**src/rtl/ps2_kbd_pkg.sv**
```systemverilog
// Shared constants, types and the PET key layout for the PS/2 keyboard bridge.
package ps2_kbd_pkg;

  localparam logic [7:0] E0 = 8'hE0;
  localparam logic [7:0] E1 = 8'hE1;
  localparam logic [7:0] F0 = 8'hF0;

  localparam int ROW_W = 4;
  localparam int COL_W = 3;

  typedef enum logic [2:0] {IDLE, EXT, BRK, EXTBRK, SKIP} dec_state_t;

  typedef struct packed {
    logic             valid;
    logic [ROW_W-1:0] row;
    logic [COL_W-1:0] col;
  } key_map_t;

  typedef struct packed {
    logic             valid;
    logic             ext;
    logic [7:0]       code;
    logic [ROW_W-1:0] row;
    logic [COL_W-1:0] col;
  } hold_entry_t;

  function automatic key_map_t km(input int r, input int c);
    km = '{valid: 1'b1, row: ROW_W'(r), col: COL_W'(c)};
  endfunction

  // Shifted digits land on the PET top-row symbol keys; letters ignore shift.
  function automatic key_map_t ps2_map(input logic ext, input logic shift,
                                       input logic [7:0] code);
    ps2_map = '0;
    if (ext) begin
      case (code)
        8'h75, 8'h72: ps2_map = km(1, 6);
        8'h74, 8'h6B: ps2_map = km(0, 7);
        8'h6C:        ps2_map = km(0, 6);
        8'h71:        ps2_map = km(1, 7);
        default:      ;
      endcase
    end else begin
      case (code)
        8'h16: ps2_map = km(6, 6);
        8'h1E: ps2_map = km(7, 6);
        8'h26: ps2_map = km(6, 7);
        8'h25: ps2_map = km(7, 7);
        8'h2E: ps2_map = km(7, 4);
        8'h5A: ps2_map = km(6, 5);
        8'h29: ps2_map = km(9, 2);
        8'h66: ps2_map = km(1, 7);
        8'h15: ps2_map = km(2, 0);
        8'h1D: ps2_map = km(3, 0);
        8'h24: ps2_map = km(2, 1);
        8'h2D: ps2_map = km(3, 1);
        8'h2C: ps2_map = km(2, 2);
        8'h35: ps2_map = km(3, 2);
        8'h1C: ps2_map = km(4, 0);
        8'h1B: ps2_map = km(5, 0);
        8'h23: ps2_map = km(4, 1);
        8'h2B: ps2_map = km(5, 1);
        8'h1A: ps2_map = km(8, 1);
        8'h22: ps2_map = km(9, 1);
        default: ;
      endcase
      if (shift) begin
        case (code)
          8'h16: ps2_map = km(0, 0);
          8'h1E: ps2_map = km(1, 0);
          8'h26: ps2_map = km(0, 1);
          8'h25: ps2_map = km(1, 1);
          8'h2E: ps2_map = km(0, 2);
          default: ;
        endcase
      end
    end
  endfunction

  // Returns the zero-based function key number, or 4'hF for non-function codes.
  function automatic logic [3:0] fn_index(input logic [7:0] code);
    case (code)
      8'h05:   fn_index = 4'd0;
      8'h06:   fn_index = 4'd1;
      8'h04:   fn_index = 4'd2;
      8'h0C:   fn_index = 4'd3;
      8'h03:   fn_index = 4'd4;
      8'h0B:   fn_index = 4'd5;
      8'h83:   fn_index = 4'd6;
      8'h0A:   fn_index = 4'd7;
      8'h01:   fn_index = 4'd8;
      8'h09:   fn_index = 4'd9;
      8'h78:   fn_index = 4'd10;
      8'h07:   fn_index = 4'd11;
      default: fn_index = 4'hF;
    endcase
  endfunction

endpackage

```
**src/rtl/ps2_rx.sv**
```systemverilog
// PS/2 frame receiver: synchroniser, clock level filter, 11-bit frame check.
// Optional idle abort of partial frames when PS2_KBD_TIMEOUT_EN is defined.
module ps2_rx #(
  parameter int FILTER_LEN  = 4,
  parameter int TIMEOUT_CYC = 16384
) (
  input  logic       clk,
  input  logic       reset,
  input  logic       ps2_clk,
  input  logic       ps2_data,
  output logic [7:0] rx_byte,
  output logic       strobe,
  output logic       perr
);

  localparam int FCNT_W = $clog2(FILTER_LEN + 1);

  logic [1:0]        clk_sync;
  logic [1:0]        data_sync;
  logic              filt_clk;
  logic [FCNT_W-1:0] filt_cnt;
  logic [9:0]        shreg;
  logic [3:0]        bit_cnt;
  logic              flip;
  logic              fall;
  logic              timeout;
  logic              frame_ok;

  always_ff @(posedge clk or negedge reset) begin
    if (!reset) begin
      clk_sync  <= 2'b11;
      data_sync <= 2'b11;
    end else begin
      clk_sync  <= {clk_sync[0], ps2_clk};
      data_sync <= {data_sync[0], ps2_data};
    end
  end

  // A new level is accepted only after FILTER_LEN consecutive differing samples.
  assign flip = (clk_sync[1] != filt_clk) && (filt_cnt == FCNT_W'(FILTER_LEN - 1));
  assign fall = flip && filt_clk;

  always_ff @(posedge clk or negedge reset) begin
    if (!reset) begin
      filt_clk <= 1'b1;
      filt_cnt <= '0;
    end else if (clk_sync[1] == filt_clk) begin
      filt_cnt <= '0;
    end else if (flip) begin
      filt_clk <= clk_sync[1];
      filt_cnt <= '0;
    end else begin
      filt_cnt <= filt_cnt + 1'b1;
    end
  end

`ifdef PS2_KBD_TIMEOUT_EN
  localparam int TO_W = $clog2(TIMEOUT_CYC + 1);
  logic [TO_W-1:0] to_cnt;

  always_ff @(posedge clk or negedge reset) begin
    if (!reset)
      to_cnt <= '0;
    else if (flip)
      to_cnt <= '0;
    else if (to_cnt != TO_W'(TIMEOUT_CYC))
      to_cnt <= to_cnt + 1'b1;
  end

  assign timeout = (to_cnt == TO_W'(TIMEOUT_CYC)) && (bit_cnt != 4'd0);
`else
  assign timeout = 1'b0;
`endif

  // shreg holds {parity, data[7:0], start} once ten bits have been shifted in.
  assign frame_ok = !shreg[0] && (^shreg[9:1]) && data_sync[1];

  always_ff @(posedge clk or negedge reset) begin
    if (!reset) begin
      shreg   <= '0;
      bit_cnt <= '0;
      rx_byte <= '0;
      strobe  <= 1'b0;
      perr    <= 1'b0;
    end else begin
      strobe <= 1'b0;
      perr   <= 1'b0;
      if (fall) begin
        if (bit_cnt == 4'd10) begin
          bit_cnt <= '0;
          if (frame_ok) begin
            rx_byte <= shreg[8:1];
            strobe  <= 1'b1;
          end else begin
            perr <= 1'b1;
          end
        end else begin
          shreg   <= {data_sync[1], shreg[9:1]};
          bit_cnt <= bit_cnt + 4'd1;
        end
      end else if (timeout) begin
        bit_cnt <= '0;
      end
    end
  end

endmodule

```
**src/rtl/ps2_matrix_kbd.sv**
```systemverilog
// PS/2 set-2 to PET key matrix bridge with held-key table, Fn and modifier flags.
// Define PS2_KBD_TIMEOUT_EN to abort stalled partial frames in the receiver.
module ps2_matrix_kbd
  import ps2_kbd_pkg::*;
#(
  parameter int ROWS        = 10,
  parameter int COLS        = 8,
  parameter int FN_COUNT    = 11,
  parameter int HOLD_DEPTH  = 8,
  parameter int FILTER_LEN  = 4,
  parameter int TIMEOUT_CYC = 16384
) (
  input  logic                    clk,
  input  logic                    reset,
  input  logic                    ps2_kbd_clk,
  input  logic                    ps2_kbd_data,
  input  logic [$clog2(ROWS)-1:0] keyrow,
  output logic [COLS-1:0]         keyin,
  output logic [FN_COUNT-1:0]     Fn,
  output logic [2:0]              mod,
  output logic                    perr,
  output logic                    ovf
);

  localparam int RSEL_W = $clog2(ROWS);
  localparam int HIDX_W = $clog2(HOLD_DEPTH);

  logic [7:0]        rx_byte;
  logic              rx_strobe;
  dec_state_t        state, state_nxt;
  logic [2:0]        skip_cnt, skip_nxt;
  logic              ev_valid, ev_ext, ev_brk;
  logic [7:0]        ev_code;
  logic [COLS-1:0]   matrix [ROWS];
  hold_entry_t       tbl [HOLD_DEPTH];
  logic [1:0]        shift_held, ctrl_held, alt_held;
  logic              hit, free_found, shared;
  logic [HIDX_W-1:0] hit_idx, free_idx;
  logic              is_shift, is_fn, key_ev, do_alloc, do_drop, do_free;
  logic [3:0]        fn_idx;
  key_map_t          key;

  ps2_rx #(.FILTER_LEN(FILTER_LEN), .TIMEOUT_CYC(TIMEOUT_CYC)) u_rx (
    .clk(clk), .reset(reset), .ps2_clk(ps2_kbd_clk), .ps2_data(ps2_kbd_data),
    .rx_byte(rx_byte), .strobe(rx_strobe), .perr(perr)
  );

  always_ff @(posedge clk or negedge reset) begin
    if (!reset) begin
      state    <= IDLE;
      skip_cnt <= '0;
    end else begin
      state    <= state_nxt;
      skip_cnt <= skip_nxt;
    end
  end

  // Pause bytes are only counted in SKIP, so the second E1 inside it does not restart the skip.
  always_comb begin
    state_nxt = state;
    skip_nxt  = skip_cnt;
    ev_valid  = 1'b0;
    ev_ext    = (state == EXT) || (state == EXTBRK);
    ev_brk    = (state == BRK) || (state == EXTBRK);
    ev_code   = rx_byte;
    if (rx_strobe) begin
      if (state == SKIP) begin
        skip_nxt = skip_cnt - 3'd1;
        if (skip_cnt == 3'd1) state_nxt = IDLE;
      end else if (rx_byte == E1) begin
        state_nxt = SKIP;
        skip_nxt  = 3'd7;
      end else if (rx_byte == E0 && state == IDLE) begin
        state_nxt = EXT;
      end else if (rx_byte == F0 && state == IDLE) begin
        state_nxt = BRK;
      end else if (rx_byte == F0 && state == EXT) begin
        state_nxt = EXTBRK;
      end else begin
        ev_valid  = 1'b1;
        state_nxt = IDLE;
      end
    end
  end

  assign mod      = {|ctrl_held, |alt_held, |shift_held};
  assign is_shift = !ev_ext && (ev_code == 8'h12 || ev_code == 8'h59);
  assign fn_idx   = fn_index(ev_code);
  assign is_fn    = !ev_ext && (fn_idx != 4'hF);
  assign key      = ps2_map(ev_ext, mod[0], ev_code);
  assign key_ev   = ev_valid && !(ev_ext && ev_code == 8'h12) && !is_shift && !is_fn
                    && (ev_code != 8'h14) && (ev_code != 8'h11);

  // Descending scan so the lowest matching / free index wins.
  always_comb begin
    hit        = 1'b0;
    hit_idx    = '0;
    free_found = 1'b0;
    free_idx   = '0;
    shared     = 1'b0;
    for (int i = HOLD_DEPTH - 1; i >= 0; i--) begin
      if (tbl[i].valid && tbl[i].ext == ev_ext && tbl[i].code == ev_code) begin
        hit     = 1'b1;
        hit_idx = HIDX_W'(i);
      end
      if (!tbl[i].valid) begin
        free_found = 1'b1;
        free_idx   = HIDX_W'(i);
      end
    end
    for (int i = 0; i < HOLD_DEPTH; i++)
      if (tbl[i].valid && HIDX_W'(i) != hit_idx && tbl[i].row == tbl[hit_idx].row
          && tbl[i].col == tbl[hit_idx].col)
        shared = 1'b1;
  end

  assign do_alloc = key_ev && !ev_brk && key.valid && !hit && free_found;
  assign do_drop  = key_ev && !ev_brk && key.valid && !hit && !free_found;
  assign do_free  = key_ev && ev_brk && hit;

  always_ff @(posedge clk or negedge reset) begin
    if (!reset) begin
      for (int r = 0; r < ROWS; r++) matrix[r] <= '1;
      for (int i = 0; i < HOLD_DEPTH; i++) tbl[i] <= '0;
      Fn         <= '0;
      shift_held <= '0;
      ctrl_held  <= '0;
      alt_held   <= '0;
      ovf        <= 1'b0;
    end else if (ev_valid) begin
      if (is_shift) shift_held[ev_code == 8'h59] <= !ev_brk;
      if (ev_code == 8'h14) ctrl_held[ev_ext] <= !ev_brk;
      if (ev_code == 8'h11) alt_held[ev_ext] <= !ev_brk;
      for (int i = 0; i < FN_COUNT; i++)
        if (is_fn && fn_idx == 4'(i)) Fn[i] <= !ev_brk;
      if (do_alloc)
        tbl[free_idx] <= '{valid: 1'b1, ext: ev_ext, code: ev_code, row: key.row, col: key.col};
      if (do_drop) ovf <= 1'b1;
      if (do_free) tbl[hit_idx].valid <= 1'b0;
      for (int r = 0; r < ROWS; r++)
        for (int c = 0; c < COLS; c++)
          if (do_alloc && key.row == ROW_W'(r) && key.col == COL_W'(c))
            matrix[r][c] <= 1'b0;
          else if (do_free && !shared && tbl[hit_idx].row == ROW_W'(r)
                   && tbl[hit_idx].col == COL_W'(c))
            matrix[r][c] <= 1'b1;
    end
  end

  always_comb begin
    keyin = '1;
    for (int r = 0; r < ROWS; r++)
      if (keyrow == RSEL_W'(r)) keyin = matrix[r];
  end

endmodule

```
**config.mk**
```make
export PLATFORM = sky130hd
export DESIGN_NAME = ps2_matrix_kbd
export DESIGN_NICKNAME = d
export VERILOG_FILES = /design/src/rtl/ps2_kbd_pkg.sv /design/src/rtl/ps2_rx.sv /design/src/rtl/ps2_matrix_kbd.sv
export SDC_FILE = /design/constraint.sdc
export NUM_CORES = 1
export LEC_CHECK = 0
export CAP_MARGIN = 30
export CORE_ASPECT_RATIO = 0.8
export CORE_UTILIZATION = 52
export CTS_CLUSTER_SIZE = 25
export DETAILED_ROUTE_END_ITERATION = 8
export GPL_TIMING_DRIVEN = 0
export PLACE_DENSITY = 0.69
export SYNTH_ARGS = -nofsm -noshare
export SYNTH_HDL_FRONTEND = slang
export SYNTH_HIERARCHICAL = 1
export SYNTH_SLANG_ARGS = --single-unit
```
**constraint.sdc**
```tcl
create_clock -name clk -period 6.8 [get_ports clk]
set_input_delay 0.68 -clock clk [delete_from_list [all_inputs] [get_ports clk]]
set_output_delay 0.68 -clock clk [all_outputs]
set_load 0.05 [all_outputs]
```
==> metrics, run 1 <==
Seq cells post-synth 272; initial DRC count 1175; Worst EP required 7.29 ns; YS warnings 6; htree depth 1; Arr. time, crit path 6.31 ns; die area 30000 sq um; Top Ports 32; Syn-to-layout area delta 11.4%; CP bufs+invs 5; Post-DRT Antenna Nets 0; TNS Setup 0 ns; CP Max Fanout 10; # hold bufs at CTS 0; DIE WIDTH 193 um; Worst-path clk slew 0.06 ns; share of cells above drive strength 1 0.208; Net Count, Synth 1511; nature of the critical path endpoint flop; Final Total Pwr 3.34 mW; GPL Wtd Cong 0.984; I/O Buffers 29; clock buffer count from CTS 29; synthesized area per cell 10.1 sq um; Power per Cell Area 197 nW/um^2; die height 155 um; CTS max path bufs 3; static leakage 7.00 nW; Synth cell types 90; RSZ-0062 raised after global routing no; Startpoint Class flop; first-pass iteration count of the detailed router 7; postcts setup bufs 0; critical path's largest stage delay 0.83 ns; wire length per cell 22.3 um; status finished, final reports clean; first-pass GRT wire length 68.9 mm; Worst-Margin Slew 1.06 ns; clk sink count 272; ys flop type dfrtp_1; max-cap violations 0; Cell Rows 55; GR Overflow Total 0; initial antenna violation count 0; Starting Density 0.534; core area 28500 sq um; via count 12200; clock latency on the worst-skew pair 0.57 ns; CTS resizes 0; HP Class in -> async; Final setup viols 0; register area share after synthesis 0.454; Max Transition Viols Final 0; Peak Freq 172 MHz; Async SR Flop Fraction 1.00; drt via density 6.26; CP Cell Sequence buf_2 > buf_2 > xnor2_1 > nand3_1 > nor4_1 > nor2_1 > a31oi_1 > buf_2 > a211oi_1 > nor4_2 > buf_4 > xnor2_1 > nand3_1 > nor4_1 > and4b_1 > clkbuf_1 > a41o_1; DRC viols 0; Post-Syn Instances 1500; final hold viol count 0; TritonCTS clock tree done; EDFF count, synth 0; CP most frequent cell buf_2; antenna diode count 0; worst vdd ir 0.221 mV; CP Class reg -> reg; Yosys top cell area share 0.308; slowest CP cell nor4_1; fin crit period 5.81 ns; vias in the first global route 12100; Post-Syn Area 15200 sq um; critical path's top delay family simple AND/OR/NAND/NOR gates; hold_ws 0.123 ns; Slew headroom 0.288; Worst Clk Skew 0.0153 ns; hpwl dp 31.4 mm; largest net degree at the start of global routing 102; synth top area cells dfrtp_1 (31%), dfstp_2 (15%), mux2_2 (8.6%); Layout Nets 1575; cell taking the most area after synthesis dfrtp_1; GRT Overall Usage 0.296; Routed WL 43.6 mm; CTS root buf clkbuf_16; period utilization 0.855
-- through the flow --
stage | instances | instance area (sq um) | utilization | worst slack (ns)
2_1_floorplan | 1500 | 15200 | - | 2.12
3_3_place_gp | 1899 | 16000 | 0.561 | -6.57
3_5_place_dp | 1902 | 16000 | 0.563 | 0.974
4_1_cts | 1954 | 16900 | 0.594 | 0.958
5_1_grt | 1955 | 16900 | 0.595 | 0.734
6_report | 1955 | 16900 | 0.595 | 0.985
-- kinds of logic after synthesis --
kind of cell | share of synthesized area
simple gates | 0.160
mux | 0.111
flops | 0.454
compound gates | 0.150
fa+ha+maj | 0.00247
xor+xnor | 0.0754
buf+inv | 0.0460
-- Yosys cell counts, types with 7 or more instances --
master,number
buf_2,20
a221oi_1,9
nor3_1,43
a22oi_1,8
mux2i_1,21
clkbuf_1,52
a21oi_1,78
and2_1,10
mux4_2,7
nor3b_1,8
nor2b_1,23
xnor2_1,107
or4_1,9
o21bai_1,41
nand2_1,115
nor2_1,105
nand4_1,24
nand2b_1,13
buf_6,7
xor2_1,16
and3_1,9
mux2_2,116
or2_2,13
dfrtp_1,187
dfstp_2,85
o22ai_1,25
nand3_1,28
nor4_1,22
nand4_4,7
a31oi_1,7
inv_1,65
a211oi_1,25
a41o_1,10
o21ai_0,73
buf_1,10
-- state kept, by name, indices dropped and copies added (netlist names), 2 cells and up --
register,count
matrix,80
u_rx/bit_cnt,4
u_rx/shreg,10
u_rx/data_sync,2
ctrl_held,2
u_rx/clk_sync,2
skip_cnt,3
shift_held,2
state,3
u_rx/rx_byte,8
Fn,11
u_rx/filt_cnt,3
tbl,136
alt_held,2
-- worst reg2reg max path, stage by stage (launching register included) --
cell and delay [ns]:
dfrtp_1 0.34, buf_2 0.32, buf_2 0.32, xnor2_1 0.15, nand3_1 0.12, nor4_1 0.67
nor2_1 0.25, a31oi_1 0.40, buf_2 0.30, a211oi_1 0.10, nor4_2 0.55, buf_4 0.33
xnor2_1 0.14, nand3_1 0.13, nor4_1 0.83, and4b_1 0.29, clkbuf_1 0.24, a41o_1 0.26
-- where the power goes --
| group | switching (mW) | internal, mW | leakage (nW) |
|---|---|---|---|
| logic | 0.0965 | 0.0605 | 3.06 |
| clock network | 0.661 | 0.858 | 0.448 |
| registers | 0.0189 | 1.64 | 3.49 |
-- routing by layer --
layer,GRT usage,wire length (um),vias to the layer above,part of all wire
met5,0,0,-,0
met4,0.0888,1240,0,0.028
met3,0.0696,3750,90,0.086
met2,0.437,18400,516,0.42
met1,0.431,20200,6139,0.46
li1,-,-,5499,-
-- area by class of cell --
| cell class | count | area, sq um |
|---|---|---|
| inverters | 65 | 244 |
| multi-input cells | 1069 | 7600 |
| fillers | 2456 | 11500 |
| repair buffers | 33 | 365 |
| clock inverters | 9 | 51.3 |
| plain buffers | 94 | 457 |
| flip-flops and latches | 272 | 6910 |
| clock buffers | 43 | 848 |
| well taps | 370 | 463 |
-- final timing paths --
kind,depth (start not counted),from,slack (ns),endpoint
setup / recovery,17,u_rx/rx_byte[1]$_DFFE_PN0P_,0.99,matrix[51]$_DFFE_PN1P_
hold / removal,1,reset,0.12,tbl[114]$_DFFE_PN0P_
setup reg to reg,17,u_rx/rx_byte[1]$_DFFE_PN0P_,0.99,matrix[51]$_DFFE_PN1P_
hold reg to reg,0,u_rx/data_sync[0]$_DFF_PN1_,0.36,u_rx/data_sync[1]$_DFF_PN1_
max in group asynchronous,2,reset,5.68,matrix[4]$_DFFE_PN1P_
min in group clk,0,u_rx/data_sync[0]$_DFF_PN1_,0.36,u_rx/data_sync[1]$_DFF_PN1_
-- cell usage in the layout (no fill, tap or decap), types with 29 or more instances in the layout --
master / count
a21oi_1: 78
clkbuf_1: 59
clkbuf_16: 29
dfrtp_1: 187
dfstp_2: 85
inv_1: 65
mux2_2: 116
nand2_1: 115
nor2_1: 105
nor3_1: 43
o21ai_0: 73
o21bai_1: 41
xnor2_1: 107
No activity file was read; power rests on OpenSTA's default activity.
==> run 2, diff against run 1 <==
- SETUP_SLACK_MARGIN: not set -> 0.3
==> results of run 2 <==
Same layout as run 1: the final DEF is identical, and so are final timing and power.
